`config.mk`:
```
export PLATFORM = sky130hd
export DESIGN_NAME = pipe_hazard_ctrl
export DESIGN_NICKNAME = d
export VERILOG_FILES = /design/src/rtl/pipe_ctrl_pkg.sv /design/src/rtl/pipe_hazard_ctrl_hz_match.sv /design/src/rtl/pipe_hazard_ctrl.sv
export SDC_FILE = /design/constraint.sdc
export NUM_CORES = 1
export LEC_CHECK = 0
export ABC_AREA = 1
export ABC_CLOCK_PERIOD_IN_PS = 3100
export CORE_UTILIZATION = 44
export CTS_CLUSTER_SIZE = 28
export DETAILED_ROUTE_END_ITERATION = 8
export PLACE_DENSITY = 0.85
export SYNTH_ARGS = -nofsm -noshare
export SYNTH_HDL_FRONTEND = slang
export SYNTH_SLANG_ARGS = --single-unit
```
`constraint.sdc`:
```
create_clock -name clk -period 3.1 [get_ports clk]
set_clock_uncertainty 0.1 [all_clocks]
set_input_delay 0.62 -clock clk [delete_from_list [all_inputs] [get_ports clk]]
set_output_delay 0.62 -clock clk [all_outputs]
set_load 0.005 [all_outputs]
```
`src/rtl/pipe_ctrl_pkg.sv`:
```
// Shared types for the pipeline hazard/flow controller: decode classes, PC sources,
// FSM states and flush causes.
package pipe_ctrl_pkg;

  typedef enum logic [3:0] {
    IT_ALU   = 4'd0,
    IT_CALL  = 4'd6,
    IT_RET   = 4'd7,
    IT_RETID = 4'd8,
    IT_RETIE = 4'd9
  } instr_type_e;

  typedef enum logic [2:0] {
    PC_SRC0 = 3'd0,
    PC_SRC1 = 3'd1,
    PC_SRC2 = 3'd2,
    PC_MISS = 3'd3,
    PC_PRED = 3'd4,
    PC_INT  = 3'd5
  } pc_sel_e;

  typedef enum logic [1:0] {
    HZ_CHECK = 2'd0,
    HZ_STALL = 2'd1,
    HZ_FLUSH = 2'd2,
    HZ_RESET = 2'd3
  } hz_state_e;

  typedef enum logic [1:0] {
    FC_BRN  = 2'd0,
    FC_CALL = 2'd1,
    FC_RET  = 2'd2,
    FC_INT  = 2'd3
  } flush_cause_e;

  function automatic int max_i(input int a, input int b);
    return (a > b) ? a : b;
  endfunction

endpackage

```
`src/rtl/pipe_hazard_ctrl_hz_match.sv`:
```
// RAW match of one decode source operand against all downstream writer stages.
// With PIPE_HZ_FWD_EN only the nearest stage stalls; farther matches become a forward index.
module hz_match #(
  parameter int REG_AW    = 5,
  parameter int N_WSTAGES = 2,
  parameter int FW_W      = $clog2(N_WSTAGES + 1)
) (
  input  logic [REG_AW-1:0]           src_reg,
  input  logic                        src_read,
  input  logic [N_WSTAGES*REG_AW-1:0] wr_reg,
  input  logic [N_WSTAGES-1:0]        wr_en,
  output logic                        stall,
  output logic [FW_W-1:0]             fwd_idx
);

  logic [N_WSTAGES-1:0] match_s;

  // Per-stage match of this operand
  always_comb begin
    match_s = {N_WSTAGES{1'b0}};
    for (int k = 0; k < N_WSTAGES; k++) begin
      match_s[k] = wr_en[k] && src_read && (src_reg == wr_reg[k*REG_AW +: REG_AW]);
    end
  end

`ifdef PIPE_HZ_FWD_EN
  // Load-use on stage 0 stalls; descending scan so the nearest forwarding stage wins
  always_comb begin
    stall   = match_s[0];
    fwd_idx = {FW_W{1'b0}};
    for (int k = N_WSTAGES - 1; k >= 1; k--) begin
      fwd_idx = match_s[k] ? FW_W'(k + 1) : fwd_idx;
    end
  end
`else
  assign stall   = |match_s;
  assign fwd_idx = {FW_W{1'b0}};
`endif

endmodule

```
`src/rtl/pipe_hazard_ctrl.sv`:
```
// Hazard/flow controller between decode, fetch latch and PC: RAW stall detection and
// per-cause counted flush sequences. Optional forwarding via macro PIPE_HZ_FWD_EN.
module pipe_hazard_ctrl
  import pipe_ctrl_pkg::*;
#(
  parameter int REG_AW       = 5,
  parameter int N_WSTAGES    = 2,
  parameter int BRANCH_FLUSH = 2,
  parameter int CALL_FLUSH   = 2,
  parameter int RET_FLUSH    = 2,
  parameter int INT_FLUSH    = 3,
  parameter int RESET_FLUSH  = 2
) (
  input  logic                               clk,
  input  logic                               reset,
  input  logic [REG_AW-1:0]                  reg_a,
  input  logic [REG_AW-1:0]                  reg_b,
  input  logic                               a_read,
  input  logic                               b_read,
  input  logic [N_WSTAGES*REG_AW-1:0]        wr_reg,
  input  logic [N_WSTAGES-1:0]               wr_en,
  input  logic [3:0]                         instr_type,
  input  logic                               branch_miss,
  input  logic                               pred_taken,
  input  logic                               interrupt,
  input  logic                               int_en,
  input  logic [1:0]                         instr_pc_sel,
  output logic                               imem_addr_hold,
  output logic                               fetch_stall,
  output logic                               dec_nop,
  output logic                               dec_int,
  output logic                               pc_inc,
  output logic                               pc_load,
  output logic                               pc_reset,
  output logic [2:0]                         pc_mux_sel,
  output logic [$clog2(N_WSTAGES+1)-1:0]     fwd_sel_a,
  output logic [$clog2(N_WSTAGES+1)-1:0]     fwd_sel_b,
  output logic                               busy
);

  localparam int FW_W      = $clog2(N_WSTAGES + 1);
  localparam int MAX_FLUSH = max_i(max_i(max_i(BRANCH_FLUSH, CALL_FLUSH),
                                         max_i(RET_FLUSH, INT_FLUSH)), RESET_FLUSH);
  localparam int CNT_W     = $clog2(MAX_FLUSH) + 1;

  localparam logic [CNT_W-1:0] CNT_ZERO = CNT_W'(0);
  localparam logic [CNT_W-1:0] CNT_ONE  = CNT_W'(1);
  localparam logic [CNT_W-1:0] BRN_LD   = CNT_W'(BRANCH_FLUSH - 1);
  localparam logic [CNT_W-1:0] CALL_LD  = CNT_W'(CALL_FLUSH - 1);
  localparam logic [CNT_W-1:0] RET_LD   = CNT_W'(RET_FLUSH - 1);
  localparam logic [CNT_W-1:0] INT_LD   = CNT_W'(INT_FLUSH - 1);
  localparam logic [CNT_W-1:0] RST_LD   = CNT_W'(RESET_FLUSH - 1);

  if (BRANCH_FLUSH < 1 || CALL_FLUSH < 1 || RET_FLUSH < 1 || INT_FLUSH < 1 || RESET_FLUSH < 1)
  begin : g_bad_flush
    $error("pipe_hazard_ctrl: every *_FLUSH parameter must be >= 1");
  end

  hz_state_e        state_q, state_d;
  logic [CNT_W-1:0] cnt_q, cnt_d;
  flush_cause_e     cause_s;
  logic             start_s, stall_s;
  logic             stall_a_s, stall_b_s;
  logic [FW_W-1:0]  fwd_a_s, fwd_b_s;
  logic             int_req_s, is_ret_s, stall_req_s;

  hz_match #(.REG_AW(REG_AW), .N_WSTAGES(N_WSTAGES), .FW_W(FW_W)) u_hz_a (
    .src_reg(reg_a), .src_read(a_read), .wr_reg(wr_reg), .wr_en(wr_en),
    .stall(stall_a_s), .fwd_idx(fwd_a_s)
  );

  hz_match #(.REG_AW(REG_AW), .N_WSTAGES(N_WSTAGES), .FW_W(FW_W)) u_hz_b (
    .src_reg(reg_b), .src_read(b_read), .wr_reg(wr_reg), .wr_en(wr_en),
    .stall(stall_b_s), .fwd_idx(fwd_b_s)
  );

  assign int_req_s   = interrupt && int_en;
  assign stall_req_s = stall_a_s || stall_b_s;
  assign is_ret_s    = (instr_type == IT_RET) || (instr_type == IT_RETID) || (instr_type == IT_RETIE);

  function automatic logic [CNT_W-1:0] flush_reload(input flush_cause_e c);
    case (c)
      FC_BRN:  return BRN_LD;
      FC_CALL: return CALL_LD;
      FC_RET:  return RET_LD;
      FC_INT:  return INT_LD;
      default: return BRN_LD;
    endcase
  endfunction

  // Next state, counter and all control outputs; reset overrides everything
  always_comb begin
    state_d        = state_q;
    cnt_d          = cnt_q;
    start_s        = 1'b0;
    cause_s        = FC_BRN;
    stall_s        = 1'b0;
    imem_addr_hold = 1'b0;
    fetch_stall    = 1'b0;
    dec_nop        = 1'b0;
    dec_int        = 1'b0;
    pc_load        = 1'b0;
    pc_reset       = 1'b0;
    pc_mux_sel     = {1'b0, instr_pc_sel};
    fwd_sel_a      = fwd_a_s;
    fwd_sel_b      = fwd_b_s;
    if (reset) begin
      state_d    = HZ_RESET;
      cnt_d      = RST_LD;
      pc_reset   = 1'b1;
      dec_nop    = 1'b1;
      pc_mux_sel = 3'd0;
      fwd_sel_a  = {FW_W{1'b0}};
      fwd_sel_b  = {FW_W{1'b0}};
    end else begin
      case (state_q)
        HZ_RESET: begin
          dec_nop = 1'b1;
          cnt_d   = (cnt_q == CNT_ZERO) ? CNT_ZERO : (cnt_q - CNT_ONE);
          state_d = (cnt_q == CNT_ZERO) ? HZ_CHECK : HZ_RESET;
        end
        HZ_FLUSH: begin
          dec_nop = 1'b1;
          if (branch_miss) begin
            start_s    = 1'b1;
            cause_s    = FC_BRN;
            pc_mux_sel = PC_MISS;
          end else begin
            cnt_d   = cnt_q - CNT_ONE;
            state_d = (cnt_q <= CNT_ONE) ? HZ_CHECK : HZ_FLUSH;
          end
        end
        HZ_CHECK, HZ_STALL: begin
          // STALL re-runs the CHECK evaluation so a cleared hazard releases in the same cycle
          state_d = HZ_CHECK;
          if (branch_miss && (state_q == HZ_STALL)) begin
            start_s    = 1'b1;
            cause_s    = FC_BRN;
            pc_mux_sel = PC_MISS;
          end else if (int_req_s) begin
            start_s    = 1'b1;
            cause_s    = FC_INT;
            dec_int    = 1'b1;
            pc_mux_sel = PC_INT;
          end else if (stall_req_s) begin
            stall_s        = 1'b1;
            imem_addr_hold = 1'b1;
            fetch_stall    = 1'b1;
            dec_nop        = 1'b1;
            state_d        = HZ_STALL;
          end else if (instr_type == IT_CALL) begin
            start_s = 1'b1;
            cause_s = FC_CALL;
          end else if (branch_miss) begin
            start_s    = 1'b1;
            cause_s    = FC_BRN;
            pc_mux_sel = PC_MISS;
          end else if (is_ret_s) begin
            start_s     = 1'b1;
            cause_s     = FC_RET;
            fetch_stall = 1'b1;
          end else if (pred_taken) begin
            pc_load     = 1'b1;
            dec_nop     = 1'b1;
            fetch_stall = 1'b1;
            pc_mux_sel  = PC_PRED;
          end else begin
            state_d = HZ_CHECK;
          end
        end
        default: begin
          state_d = HZ_RESET;
          cnt_d   = RST_LD;
        end
      endcase
      if (start_s) begin
        pc_load = 1'b1;
        dec_nop = 1'b1;
        cnt_d   = flush_reload(cause_s);
        state_d = (cnt_d == CNT_ZERO) ? HZ_CHECK : HZ_FLUSH;
      end else begin
        cnt_d = cnt_d;
      end
    end
  end

  assign pc_inc = !pc_reset && !pc_load && !stall_s;
  assign busy   = !reset && (state_q != HZ_CHECK);

  // State and flush counter registers with synchronous reset
  always_ff @(posedge clk) begin
    if (reset) begin
      state_q <= HZ_RESET;
      cnt_q   <= RST_LD;
    end else begin
      state_q <= state_d;
      cnt_q   <= cnt_d;
    end
  end

endmodule
```
==> results of run 1 <==
## power groups by stage
stage / registers (mW) / clock network [mW] / logic, mW
floorplan: 0.106 / 0 / 0.234
global placement: 0.111 / 0 / 0.367
CTS: 0.110 / 0.0800 / 0.360
detailed placement: 0.112 / 0 / 0.373
global route: 0.113 / 0.0847 / 0.422
finish: 0.112 / 0.0789 / 0.366
## final cells by class
type | count | area share (%)
Sequential cell | 5 | 6.23
Inverter | 43 | 10.0
Tap cell | 28 | 2.18
Timing Repair Buffer | 55 | 30.8
Multi-Input combinational cell | 163 | 49.1
Clock buffer | 4 | 1.63
## metrics by stage
| stage | TNS, ns | total power [mW] | area, sq um | cells | utilization (%) |
|---|---|---|---|---|---|
| after floorplan | 0 | 0.340 | 1070 | 216 | - |
| after global placement | -1.01 | 0.478 | 1580 | 292 | 70.6 |
| after detailed placement | -1.27 | 0.485 | 1580 | 292 | 70.6 |
| after CTS | 0 | 0.550 | 1590 | 297 | 71.1 |
| after global routing | -0.0219 | 0.620 | 1610 | 298 | 72.0 |
| final | 0 | 0.556 | 1610 | 298 | 72.0 |
## per-layer routing
metal | global-route usage [%] | share of wire [%] | up-vias | wire, um
met5 | 0 | 0 | - | 0
met4 | 3.70 | 1.0 | 0 | 31
met3 | 4.76 | 4.7 | 4 | 141
met2 | 43.4 | 50 | 58 | 1480
met1 | 26.9 | 45 | 567 | 1330
li1 | - | - | 751 | -
## Yosys cell counts
| cell type | instances | area (sq um) |
|---|---|---|
| ha_1 | 3 | 37.5 |
| xnor2_1 | 1 | 8.76 |
| buf_4 | 5 | 37.5 |
| or2_0 | 1 | 6.26 |
| o21ai_0 | 4 | 20.0 |
| dfxtp_1 | 5 | 100 |
| o21bai_1 | 1 | 7.51 |
| nor3_1 | 3 | 15.0 |
| nor2_2 | 1 | 6.26 |
| nand2_1 | 75 | 282 |
| nand4_1 | 2 | 12.5 |
| nand3b_1 | 1 | 7.51 |
| nor4_2 | 1 | 12.5 |
| a21oi_1 | 8 | 40.0 |
| nand2_2 | 3 | 18.8 |
| conb_1 | 1 | 3.75 |
| inv_2 | 5 | 18.8 |
| nand3_2 | 2 | 20.0 |
| nand2_4 | 3 | 33.8 |
| a31oi_1 | 2 | 12.5 |
| inv_1 | 38 | 143 |
| o21ai_1 | 4 | 20.0 |
| xor2_1 | 1 | 8.76 |
| nor2_1 | 31 | 116 |
| nor2_4 | 1 | 11.3 |
| nand3_1 | 10 | 50.1 |
| and3_1 | 1 | 6.26 |
## worst max-delay path: stages
cell and delay (ns):
clkdlybuf4s50_1 0.47, inv_2 0.05, nor2_1 0.08, nor2_1 0.05, nand3_1 0.08, nand2_2 0.07, nor2_4 0.17, inv_2 0.07
nor2_4 0.11, nand2_2 0.07, and3_1 0.17, dlygate4sd2_1 0.25
## worst min-delay path by stage
stage | start | end | slack, ns | depth (start not counted)
finish | cnt_q[0] | cnt_q[0] | 0.54 | 4
global route | cnt_q[1] | cnt_q[1] | 0.60 | 4
CTS | cnt_q[0] | cnt_q[0] | 0.55 | 4
detailed placement | cnt_q[0] | cnt_q[0] | 0.54 | 4
global placement | cnt_q[2] | cnt_q[2] | 0.53 | 4
floorplan | cnt_q[0] | cnt_q[0] | 0.49 | 4
## flip-flops by register name, summed over array words and instances, names as in the netlist
register  flops
cnt_q         3
state_q       2
## cell families (layout without fill, tap and decap cells)
kind of cell | Yosys count | after routing | synth area share [%]
other | 1 | 4 | 0.355
adders and majority gates | 3 | 3 | 3.55
and+or+nand+nor | 135 | 135 | 56.6
AOI/OAI and AO/OA | 19 | 19 | 9.48
DFF | 5 | 5 | 9.48
xor gates and xnor gates | 2 | 2 | 1.66
buffers and inverters | 48 | 102 | 18.8
## what timing repair did
item	CTS	global route
gates resized for setup	30	13
pin swaps	1	5
setup buffers	1	1
setup endpoints to repair	8	6
==> impl_metrics.ini, run 1 <==
[setup_path]
reg2reg_slack_ns = 1.60
critPathArrivalTime_ns = 2.26
required_ns = 2.38
cp-endpoint = pc_mux_sel[0]
end_of_the_worst_register_to_register_path = cnt_q[0]
path_max_fanout = 5
critical_path.startpoint_type = input pin
r2r-start = state_q[1]
r2r_cells = 8
crit_type = input pin to output port
worst_setup_path_end_kind = output port
critical_path.startpoint = reg_a[0]

[sta]
finalHoldViolations = 0
fmax_mhz = 335
setup_viol = 0
finalCriticalPeriod_ns = 2.98
timing.final.ws_setup_ns = 0.118
timing.final.crit_share_pct = 96.2
fin_worst_hold_slack_ns = 0.545
report.final.slew_viol_count = 0

[global_routing]
grt_usage_pct = 23.1
first_pass_grt_wire_length_mm = 4.69
antenna_found_initial = 0
grt.overflow.total = 0
grt_pass1_vias = 1235
grt_max_degree = 9

[cts]
cts_made_buffers = 3
cts_tree = yes
cts.sink_count = 5
cts-root-buf = clkbuf_4
clock_insertion_delay_worst_skew_ns = 0.25
cts-root-to-sink-buffers = 2
cts-hold-fix-buffers = 0
clk_pin_slew_worst_paths_ns = 0.04
deepest_level_of_the_cts_h_tree = 1

[detailed_routing]
route.vias.total = 1380
drt-vias-per-instance = 4.63
drt_pre_antenna_iters = 4
routed_wl_mm = 2.98
drt_first_iter_violations = 43
drcViolationCount = 0
drt-wirelength-per-cell_um = 10.0
ant_nets = 0

[synth]
syn_area_sq_um = 1060
number_of_synthesized_register_bits = 5
ys_seq_area_share_pct = 9.48
synthCells = 213
post_synth_num_cell_types = 27
yosysWarnings = 0
post_synth.cell_area_avg_sq_um = 4.96

[final_layout]
insertedDiodeCount = 0
layout-drive-gt1-share_pct = 13.7
most-common-layout-cells = nand2_1 (74), inv_1 (37), nor2_1 (29)
layout.area.seq_sq_um = 100
layout_nets = 310
area_taken_by_multi_input_logic_gates_sq_um = 790
syn_to_final_growth_pct = 52.3
most_frequent_standard_cell_in_the_layout_excluding_fill_and_tap_cells = nand2_1
num-fill-cells = 215

[placement]
dp.final_hpwl_mm = 2.33
dpl_worst_slack_ns = -0.238
placer_congestion = 0.907
buffer_ports.inserted = 46

[floorplanning]
start_util_pct = 47.3
top_level_ports = 51
rows = 17
core_sq_um = 2230
die_width_um = 51.0
dieArea_sq_um = 2600
die_height_um = 51.0

[power]
worst_ir_drop_vdd_uv = 393
p_per_area_nw_per_um2 = 346
comb_power_share_pct = 65.7
internal_power_mw = 0.302
power_switching_mw = 0.254
power_leakage_nw = 0.994
p_seq_share_pct = 20.1
power.switching_fraction_pct = 45.7
clock_power_share_pct = 14.2

[hold_path]
hold_path_class = flip-flop to flip-flop

[job]
drv.max_cap_violation_count = 0

[outcome]
status = finished clean
(Power assumes the default switching activity.)
==> inputs of run 2 (changes only) <==
--- a/config.mk
+++ b/config.mk
@@ -6,11 +6,11 @@
 export NUM_CORES = 1
 export LEC_CHECK = 0
 export ABC_AREA = 1
-export ABC_CLOCK_PERIOD_IN_PS = 3100
-export CORE_UTILIZATION = 44
+export ABC_CLOCK_PERIOD_IN_PS = 3400
+export CORE_UTILIZATION = 41
 export CTS_CLUSTER_SIZE = 28
 export DETAILED_ROUTE_END_ITERATION = 8
-export PLACE_DENSITY = 0.85
+export PLACE_DENSITY = 0.8
 export SYNTH_ARGS = -nofsm -noshare
 export SYNTH_HDL_FRONTEND = slang
 export SYNTH_SLANG_ARGS = --single-unit
==> constraint.sdc (replaced) <==
create_clock -name clk -period 3.4 [get_ports clk]
set_clock_uncertainty 0.1 [all_clocks]
set_input_delay 0.68 -clock clk [delete_from_list [all_inputs] [get_ports clk]]
set_output_delay 0.68 -clock clk [all_outputs]
set_load 0.005 [all_outputs]
==> run 2 against run 1 <==
Against the previous run:
- die area up 7.0%
- non-clock buffer count down 3
- global-route usage down 3.4 points
- cell count down 0.34%
- critical endpoint is now dec_nop
- largest cell class unchanged
==> impl_metrics.ini, run 2 (synthesis results as in run 1) <==
[outcome]
status = finished clean

[cts]
cts_made_buffers = 3
deepest_level_of_the_cts_h_tree = 1
cts-root-buf = clkbuf_4
cts-hold-fix-buffers = 0
clk_pin_slew_worst_paths_ns = 0.05
cts.sink_count = 5
cts_tree = yes
cts-root-to-sink-buffers = 2
clock_insertion_delay_worst_skew_ns = 0.25

[power]
comb_power_share_pct = 66.2
power.switching_fraction_pct = 43.8
power_switching_mw = 0.221
worst_ir_drop_vdd_uv = 314
internal_power_mw = 0.283
p_per_area_nw_per_um2 = 312
p_seq_share_pct = 20.1
clock_power_share_pct = 13.7
power_leakage_nw = 0.966

[setup_path]
critPathArrivalTime_ns = 2.52
reg2reg_slack_ns = 2.00
critical_path.startpoint = reg_b[1]
path_max_fanout = 6
cp-endpoint = dec_nop
critical_path.startpoint_type = input pin
required_ns = 2.62
r2r_cells = 7
end_of_the_worst_register_to_register_path = state_q[1]
r2r-start = state_q[1]
crit_type = input pin to output port
worst_setup_path_end_kind = output port

[floorplanning]
die_height_um = 52.8
dieArea_sq_um = 2780
start_util_pct = 43.0
top_level_ports = 51
die_width_um = 52.8
rows = 18
core_sq_um = 2450

[sta]
fin_tns_setup_ns = 0
setup_viol = 0
finalHoldViolations = 0
fmax_mhz = 303
timing.final.ws_setup_ns = 0.100
grt_setup_unrepaired = true
timing.final.crit_share_pct = 97.1
finalCriticalPeriod_ns = 3.30
report.final.slew_viol_count = 0

[detailed_routing]
routed_wl_mm = 2.57
drt_pre_antenna_iters = 4
ant_nets = 0
drt-vias-per-instance = 4.59
drt-wirelength-per-cell_um = 8.64
drcViolationCount = 0
drt_first_iter_violations = 26
route.vias.total = 1362

[global_routing]
first_pass_grt_wire_length_mm = 4.28
grt_pass1_vias = 1134
grt_usage_pct = 19.8
grt_max_degree = 9
grt.overflow.total = 0
antenna_found_initial = 0

[placement]
dp.final_hpwl_mm = 2.24
place_area_sq_um = 1570
placed_cells = 292
placer_congestion = 0.845
dpl_worst_slack_ns = -0.0289
buffer_ports.inserted = 46

[final_layout]
layout_nets = 307
layout-drive-gt1-share_pct = 10.9
largest_register = cnt_q
syn_to_final_growth_pct = 53.1
insertedDiodeCount = 0
reg_top3 = cnt_q x3, state_q x2
final_design_area_no_fill_sq_um = 1620
most-common-layout-cells = nand2_1 (75), inv_1 (38), clkdlybuf4s50_1 (37)
largest_register_ff_count = 3
final_cells = 297
most_frequent_standard_cell_in_the_layout_excluding_fill_and_tap_cells = nand2_1

[job]
drv.max_cap_violation_count = 0

[hold_path]
hold_path_class = flip-flop to flip-flop
==> run 2: cell types whose count changed in the layout (fill, tap and decap cells not counted), moves of 2 or more <==
| cell | previous run | this run |
|---|---|---|
| buf_4 | 8 | 6 |
| clkbuf_2 | 3 | 0 |
| dlygate4sd2_1 | 23 | 5 |
| clkdlybuf4s50_1 | 17 | 37 |
==> run 2: final cells by class <==
cell class | instances | area, sq um
inverter | 43 | 161
sequential | 5 | 100
multi-input combinational | 163 | 781
fill | 247 | 838
tap | 30 | 37.5
timing repair buffer | 52 | 509
clock buffer | 3 | 22.5
clock inverter | 1 | 5.00
==> run 2: metal layers <==
layer / share of wire (%) / vias to the layer above / GRT usage (%) / wire length (um)
li1: - / 746 / - / -
met1: 47 / 573 / 24.6 / 1200
met2: 48 / 43 / 36.3 / 1240
met3: 4.9 / 0 / 3.48 / 125
met4: 0 / 0 / 1.32 / 0
met5: 0 / - / 0 / 0
==> run 2: worst max-delay path, cell delays in order <==
cell and delay, ns:
clkdlybuf4s50_1 0.50, inv_1 0.06, nand2_1 0.05, nand2_1 0.04
nor2_1 0.13, nand3_1 0.10, nand2_2 0.09, nor2_4 0.05
buf_4 0.14, nand2_4 0.07, nand2_4 0.05, nand2_4 0.06
nand2_1 0.06, nand3b_1 0.16, dlygate4sd2_1 0.27
==> run 2: power groups by stage <==
stage / registers [mW] / logic, mW / clock network [mW]
after floorplan: 0.0969 / 0.213 / 0
after global placement: 0.100 / 0.333 / 0
after detailed placement: 0.101 / 0.337 / 0
after CTS: 0.100 / 0.334 / 0.0722
after global routing: 0.105 / 0.381 / 0.0816
final: 0.101 / 0.334 / 0.0688
==> run 2: repair_timing <==
action | 4_1_cts | 5_1_grt
hold endpoints to repair | 0 | 0
pin swaps | 2 | 1
gates resized for setup | 5 | 8
setup buffers | 0 | 1
endpoints found under the setup margin | 4 | 4
cloned | 0 | 0
==> run 2: worst min-delay path by stage <==
stage	from	to	slack (ns)	cells past startpoint
floorplan	cnt_q[0]	cnt_q[0]	0.49	4
detailed placement	cnt_q[2]	cnt_q[2]	0.53	4
CTS	cnt_q[2]	cnt_q[2]	0.54	4
finish	cnt_q[2]	cnt_q[2]	0.54	4
global route	cnt_q[0]	cnt_q[0]	0.61	4
global placement	cnt_q[0]	cnt_q[0]	0.53	4
==> run 2: stage by stage <==
stage,utilization (%),hold WS [ns],total power [mW]
6_report,65.9,0.541,0.504
5_1_grt,65.9,0.615,0.567
4_1_cts,64.6,0.540,0.506
3_5_place_dp,63.8,0.531,0.438
3_3_place_gp,63.8,0.533,0.433
2_1_floorplan,-,0.486,0.310
